## src/rtl/matmul_pkg.sv

```systemverilog
// Shared definitions for the matrix-multiply core: FSM states, default parameters,
// and the row-major element address helper.
// No ports. Combinational helpers only, so there is no latency or backpressure.
package matmul_pkg;

    localparam int DEF_CORE_ID   = 0;
    localparam int DEF_NUM_CORES = 1;
    localparam int DEF_DATA_W    = 8;
    localparam int DEF_ACC_W     = 24;
    localparam int DEF_ADDR_W    = 16;
    localparam int DEF_DIM_W     = 8;

    typedef enum logic [2:0] {
        ST_IDLE,
        ST_FETCH_A,
        ST_FETCH_B,
        ST_MAC,
        ST_STORE,
        ST_NEXT,
        ST_DONE
    } state_t;

    // Row-major element address: base + row*row_len + col.
    // Evaluated at 32 bits; callers keep the low ADDR_W bits, which is the
    // same result as doing the whole sum modulo 2^ADDR_W (ADDR_W <= 32).
    function automatic logic [31:0] elem_addr(input logic [31:0] base,
                                              input logic [31:0] row,
                                              input logic [31:0] row_len,
                                              input logic [31:0] col);
        return base + row * row_len + col;
    endfunction

endpackage

```

## src/rtl/matmul_mac.sv

```systemverilog
// Multiply-accumulate register: acc <= acc + a*b, wrapping at ACC_W bits.
// Latency 1 cycle from i_en to o_acc. No backpressure: i_clr beats i_en.
// Ports: clock, rst_r (sync, active-high), i_clr, i_en, i_a, i_b, o_acc.
module matmul_mac
    import matmul_pkg::*;
#(
    parameter int DATA_W = DEF_DATA_W,
    parameter int ACC_W  = DEF_ACC_W
) (
    input  logic              clock,
    input  logic              rst_r,
    input  logic              i_clr,
    input  logic              i_en,
    input  logic [DATA_W-1:0] i_a,
    input  logic [DATA_W-1:0] i_b,
    output logic [ACC_W-1:0]  o_acc
);

    logic [ACC_W-1:0]    r_acc;
    logic [2*DATA_W-1:0] w_prod;

    assign w_prod = (2*DATA_W)'(i_a) * (2*DATA_W)'(i_b);
    assign o_acc  = r_acc;

    // The product is resized to ACC_W before the add, so the sum wraps
    // modulo 2^ACC_W whether ACC_W is wider or narrower than the product.
    always_ff @(posedge clock) begin
        if (rst_r) begin
            r_acc <= '0;
        end else if (i_clr) begin
            r_acc <= '0;
        end else if (i_en) begin
            r_acc <= r_acc + ACC_W'(w_prod);
        end
    end

endmodule

```

## src/rtl/matmul_engine.sv

```systemverilog
// Matrix-multiply core: computes rows i = CORE_ID (mod NUM_CORES) of C = A x B.
// Latency 3*Y+2 cycles per C element with grant held high, +1 per wait cycle.
// Backpressure: mem_req and its address/data/we hold steady until mem_gnt.
// Ports: clock/rst_r, start + dims/bases, mem_* request/grant port, busy/done/error.
module matmul_engine
    import matmul_pkg::*;
#(
    parameter int CORE_ID   = DEF_CORE_ID,
    parameter int NUM_CORES = DEF_NUM_CORES,
    parameter int DATA_W    = DEF_DATA_W,
    parameter int ACC_W     = DEF_ACC_W,
    parameter int ADDR_W    = DEF_ADDR_W,
    parameter int DIM_W     = DEF_DIM_W
) (
    input  logic              clock,
    input  logic              rst_r,
    input  logic              start,
    input  logic [DIM_W-1:0]  dim_x,
    input  logic [DIM_W-1:0]  dim_y,
    input  logic [DIM_W-1:0]  dim_z,
    input  logic [ADDR_W-1:0] base_a,
    input  logic [ADDR_W-1:0] base_b,
    input  logic [ADDR_W-1:0] base_c,
    output logic              mem_req,
    output logic              mem_we,
    output logic [ADDR_W-1:0] mem_addr,
    output logic [ACC_W-1:0]  mem_wdata,
    input  logic              mem_gnt,
    input  logic [DATA_W-1:0] mem_rdata,
    output logic              busy,
    output logic              done,
    output logic              error
);

    state_t            r_state;
    logic [DIM_W-1:0]  r_x, r_y, r_z;
    logic [ADDR_W-1:0] r_base_a, r_base_b, r_base_c;
    // One extra bit so the row index can step past X without wrapping.
    logic [DIM_W:0]    r_i;
    logic [DIM_W-1:0]  r_j, r_k;
    logic [DATA_W-1:0] r_a, r_b;
    logic              r_err;

    logic              w_zero_dim;
    logic              w_no_row;
    logic [31:0]       w_i_nxt;
    logic              w_mac_clr;
    logic              w_mac_en;
    logic [ACC_W-1:0]  w_acc;

    assign w_zero_dim = (dim_x == '0) || (dim_y == '0) || (dim_z == '0);
    assign w_no_row   = 32'(CORE_ID) >= 32'(dim_x);
    assign w_i_nxt    = 32'(r_i) + 32'(NUM_CORES);
    assign w_mac_clr  = ((r_state == ST_IDLE) && start) || (r_state == ST_NEXT);
    assign w_mac_en   = (r_state == ST_MAC);

    matmul_mac #(
        .DATA_W (DATA_W),
        .ACC_W  (ACC_W)
    ) u_mac (
        .clock  (clock),
        .rst_r  (rst_r),
        .i_clr  (w_mac_clr),
        .i_en   (w_mac_en),
        .i_a    (r_a),
        .i_b    (r_b),
        .o_acc  (w_acc)
    );

    always_ff @(posedge clock) begin
        if (rst_r) begin
            r_state  <= ST_IDLE;
            r_x      <= '0;
            r_y      <= '0;
            r_z      <= '0;
            r_base_a <= '0;
            r_base_b <= '0;
            r_base_c <= '0;
            r_i      <= '0;
            r_j      <= '0;
            r_k      <= '0;
            r_a      <= '0;
            r_b      <= '0;
            r_err    <= 1'b0;
        end else begin
            case (r_state)
                ST_IDLE: begin
                    if (start) begin
                        r_x      <= dim_x;
                        r_y      <= dim_y;
                        r_z      <= dim_z;
                        r_base_a <= base_a;
                        r_base_b <= base_b;
                        r_base_c <= base_c;
                        r_i      <= (DIM_W+1)'(CORE_ID);
                        r_j      <= '0;
                        r_k      <= '0;
                        r_err    <= w_zero_dim;
                        r_state  <= (w_zero_dim || w_no_row) ? ST_DONE : ST_FETCH_A;
                    end
                end
                ST_FETCH_A: begin
                    if (mem_gnt) begin
                        r_a     <= mem_rdata;
                        r_state <= ST_FETCH_B;
                    end
                end
                ST_FETCH_B: begin
                    if (mem_gnt) begin
                        r_b     <= mem_rdata;
                        r_state <= ST_MAC;
                    end
                end
                ST_MAC: begin
                    if (r_k == r_y - DIM_W'(1)) begin
                        r_state <= ST_STORE;
                    end else begin
                        r_k     <= r_k + DIM_W'(1);
                        r_state <= ST_FETCH_A;
                    end
                end
                ST_STORE: begin
                    if (mem_gnt) begin
                        r_state <= ST_NEXT;
                    end
                end
                ST_NEXT: begin
                    r_k <= '0;
                    if (r_j < r_z - DIM_W'(1)) begin
                        r_j     <= r_j + DIM_W'(1);
                        r_state <= ST_FETCH_A;
                    end else begin
                        r_j     <= '0;
                        r_i     <= (DIM_W+1)'(w_i_nxt);
                        r_state <= (w_i_nxt >= 32'(r_x)) ? ST_DONE : ST_FETCH_A;
                    end
                end
                ST_DONE: begin
                    r_state <= ST_IDLE;
                end
                default: begin
                    r_state <= ST_IDLE;
                end
            endcase
        end
    end

    // Address is decoded purely from registered state and counters, so it
    // cannot move while a request waits for its grant.
    always_comb begin
        mem_addr = '0;
        case (r_state)
            ST_FETCH_A: mem_addr = ADDR_W'(elem_addr(32'(r_base_a), 32'(r_i), 32'(r_y), 32'(r_k)));
            ST_FETCH_B: mem_addr = ADDR_W'(elem_addr(32'(r_base_b), 32'(r_k), 32'(r_z), 32'(r_j)));
            ST_STORE:   mem_addr = ADDR_W'(elem_addr(32'(r_base_c), 32'(r_i), 32'(r_z), 32'(r_j)));
            default:    mem_addr = '0;
        endcase
    end

    assign mem_req   = (r_state == ST_FETCH_A) || (r_state == ST_FETCH_B) || (r_state == ST_STORE);
    assign mem_we    = (r_state == ST_STORE);
    assign mem_wdata = w_acc;
    assign busy      = (r_state != ST_IDLE);
    assign done      = (r_state == ST_DONE);
    assign error     = (r_state == ST_DONE) && r_err;

endmodule
```

## config.mk

```make
export PLATFORM = sky130hd
export DESIGN_NAME = matmul_engine
export DESIGN_NICKNAME = d
export VERILOG_FILES = /design/src/rtl/matmul_pkg.sv /design/src/rtl/matmul_mac.sv /design/src/rtl/matmul_engine.sv
export SDC_FILE = /design/constraint.sdc
export NUM_CORES = 1
export LEC_CHECK = 0
export BUFFER_PORTS_ARGS = -buffer_cell sky130_fd_sc_hd__buf_2
export CAP_MARGIN = 10
export CORE_MARGIN = 2
export CORE_UTILIZATION = 55
export DETAILED_ROUTE_END_ITERATION = 8
export PLACE_DENSITY_LB_ADDON = 0.12
export SLEW_MARGIN = 30
export SYNTH_ARGS = -nofsm -noshare
export SYNTH_HDL_FRONTEND = slang
export SYNTH_SLANG_ARGS = --single-unit
export TNS_END_PERCENT = 1
```

## constraint.sdc

```tcl
create_clock -name clock -period 8.81 [get_ports clock]
set_clock_uncertainty 0.05 [all_clocks]
set_input_delay 1.3215 -clock clock [delete_from_list [all_inputs] [get_ports clock]]
set_output_delay 1.3215 -clock clock [all_outputs]
set_load 0.005 [all_outputs]
```

==> metrics <==
# rows 66; Tot GR Track Use 0.283; cell taking the most area after synthesis fa_1; worst setup path class reg -> out; Final setup violation count 0; Final Non-Filler Cells about 2.7k; share of cells above drive strength 1 0.0852; # placed instances about 2.7k; reg-to-reg slack, setup 3.92 ns; setup tns final 0 ns; number of diodes 0; setup repair after global routing missed its margin no; Port Buffer Count between 100 and 150; Placement Cell Area between 0.015 and 0.02 sq mm; final-stage net count between 2k and 3k; gate count of the mapped netlist 2188; DP Wirelength roughly 35000 um; Die Width around 180 um; largest net degree at the start of global routing 70; Congestion Overflow GR 0; Synth area leaders fa_1, dfxtp_1, ha_1, nand2_1, inv_1; Avg Inst Size Synth just over 8 sq um; post-CTS setup buffer count 0; global-route wire length before repair roughly 75000 um; crit share post-route 0.862; final hold violation count 0; max-slew violations 0; RePlAce Congestion 0.934; Main synth FF type dfxtp_1; #FFs+latches synth roughly 140; post-synth top area share 0.253; Post-synth ARST share 0; Post-Route Utilization 0.600; CTS tree yes; Hold Buf Count CTS 0; vias in the first global route 15.0k; register area share after synthesis 0.157; Slew @ Worst Pin 0.930 ns; Root Driver clkbuf_16; CP endpoint kind primary output; CORE AREA approximately 0.032 sq mm; hold depth 2; Clk Latency, worst-skew pair about 0.46 ns; most frequent cell after synthesis nand2_1; hold path endpoint r_base_b[13]; total CTS buffers 17; Initial Util 0.554; WL/cell between 15 and 20 um; EDFF count, synth 0; H-Tree Level Count 4; hold crit path type reg -> reg; Critical Path RT 7.44 ns; Mapped Area roughly 0.018 sq mm; leakage between 9 and 10 nW; antenna violations before repair 1; net count after synthesis 2697; vias per inst roughly 5.4; worst reg2reg startpoint r_a[3]; Final min period 7.59 ns; Critical Path AT 6.22 ns; FF-to-FF path depth 18; Starting DRT DRC Count just under 800; CP Launch Type register; router iterations before antenna repair 5; design area between 0.015 and 0.02 sq mm; Yosys cell types 80; max_cap viols 0; drt total wl between 40000 and 50000 um; Worst IR Drop VDD about 0.15 mV; CP Max Fanout 22; yosys warns 0; min-delay src r_base_b[13]; clk slew on worst S/H paths roughly 0.08 ns; Die Area around 0.034 sq mm; Achievable Freq 0.132 GHz; Die Span Y about 180 um; TritonCTS Sinks around 140; post-route ant nets 0; CTS max path bufs 2; total power density per cell area around 94 mW/mm^2; Post-CTS Resized 0; synth cell count leaders nand2_1, inv_1, fa_1; Ports between 100 and 150; Rel. slew slack 0.379; DRC Markers 0; status finished clean; Layout Area Growth over Synthesis 8.28%; FF-to-FF End u_mac.o_acc[23]; Via Count roughly 15k
-- worst max-delay path, stage by stage (launching register included) --
cell and delay, ns:
dfxtp_1 0.93, nand2_1 0.18, fa_1 0.52, fa_1 0.55, inv_1 0.05, fa_1 0.45, fa_1 0.49, inv_1 0.05
fa_1 0.47, inv_1 0.04, ha_1 0.31, o21a_1 0.14, o21ai_0 0.10, nor3_1 0.57, o311ai_0 0.23, a22oi_1 0.30
o21ai_0 0.19, buf_2 0.17
-- per-layer routing --
metal  global-route usage  share of wire
met5                    0        0.00029
met4                0.127          0.040
met3               0.0389          0.049
met2                0.472           0.48
met1                0.367           0.43
-- sequential cells by signal, indices dropped and copies added (netlist names) --
| signal | flops |
|---|---|
| u_mac.o_acc | 24 |
| r_base_a | 16 |
| r_base_b | 16 |
| r_base_c | 16 |
| r_i | 9 |
| r_a | 8 |
| r_b | 8 |
| r_j | 8 |
| r_k | 8 |
| r_x | 8 |
| r_y | 8 |
| r_z | 8 |
| r_state | 3 |
| r_err | 1 |
-- area by class of cell --
| type | count | area [sq um] |
|---|---|---|
| Multi-Input combinational cell | 1582 | 13400 |
| Fill cell | 3014 | 12900 |
| Sequential cell | 141 | 2820 |
| Inverter | 357 | 1340 |
| Timing Repair Buffer | 143 | 756 |
| Tap cell | 442 | 553 |
| Clock buffer | 18 | 439 |
| Clock inverter | 13 | 153 |
-- power breakdown --
group	internal (mW)	switching [mW]	total [mW]
combinational	0.124	0.208	0.332
clock	0.431	0.350	0.781
sequential	0.667	0.0503	0.718
-- per-stage QoR --
| stage | total power, mW | hold slack [ns] | worst slack [ns] |
|---|---|---|---|
| floorplan | 0.944 | 0.386 | 2.33 |
| global placement | 1.05 | 0.392 | 1.91 |
| detailed placement | 1.06 | 0.396 | 1.78 |
| CTS | 1.84 | 0.406 | 1.26 |
| global route | 1.92 | 0.429 | 0.852 |
| finish | 1.83 | 0.403 | 1.22 |
-- placed cells by master (no fill, tap or decap), types with 4 or more instances in the layout --
cell type  count
inv_1        356
nand2_1      356
fa_1         227
ha_1         198
and2_1       165
a21oi_1      163
dfxtp_1      141
buf_2        127
xnor2_1       61
nor2_1        59
o21ai_0       56
nand3_1       25
nor3_1        24
xor2_1        19
a21o_1        19
clkbuf_16     17
buf_4         16
nand4_1       13
a211oi_1      13
nand2b_1      12
nor4_1        11
o21a_1        11
nor2b_1        9
o21ai_1        9
a22oi_1        9
o31ai_1        8
o211ai_1       8
or3_1          8
and3_1         6
a31oi_1        6
nor2_2         5
o21bai_1       5
inv_6          5
a211o_1        4
or2_1          4
nor3b_1        4
-- cells by family after synthesis --
logic type               share of synthesized area
flip-flops                                   0.157
buffers and inverters                       0.0982
multiplexers                               0.00167
adder cells (fa/ha/maj)                      0.391
XOR/XNOR                                    0.0390
AND/OR/NAND/NOR                              0.189
AO/OA/AOI/OAI                                0.123
-- how the worst max path moves through the flow --
stage,endpoint,start,slack (ns)
global route,mem_addr[13],r_i[5],0.85
finish,mem_addr[10],r_z[4],1.22
floorplan,mem_addr[12],r_z[0],2.33
detailed placement,mem_addr[10],r_z[4],1.78
CTS,mem_addr[13],r_i[5],1.26
global placement,mem_addr[13],r_i[5],1.91
Note: power is estimated with default switching activity, not from simulation.
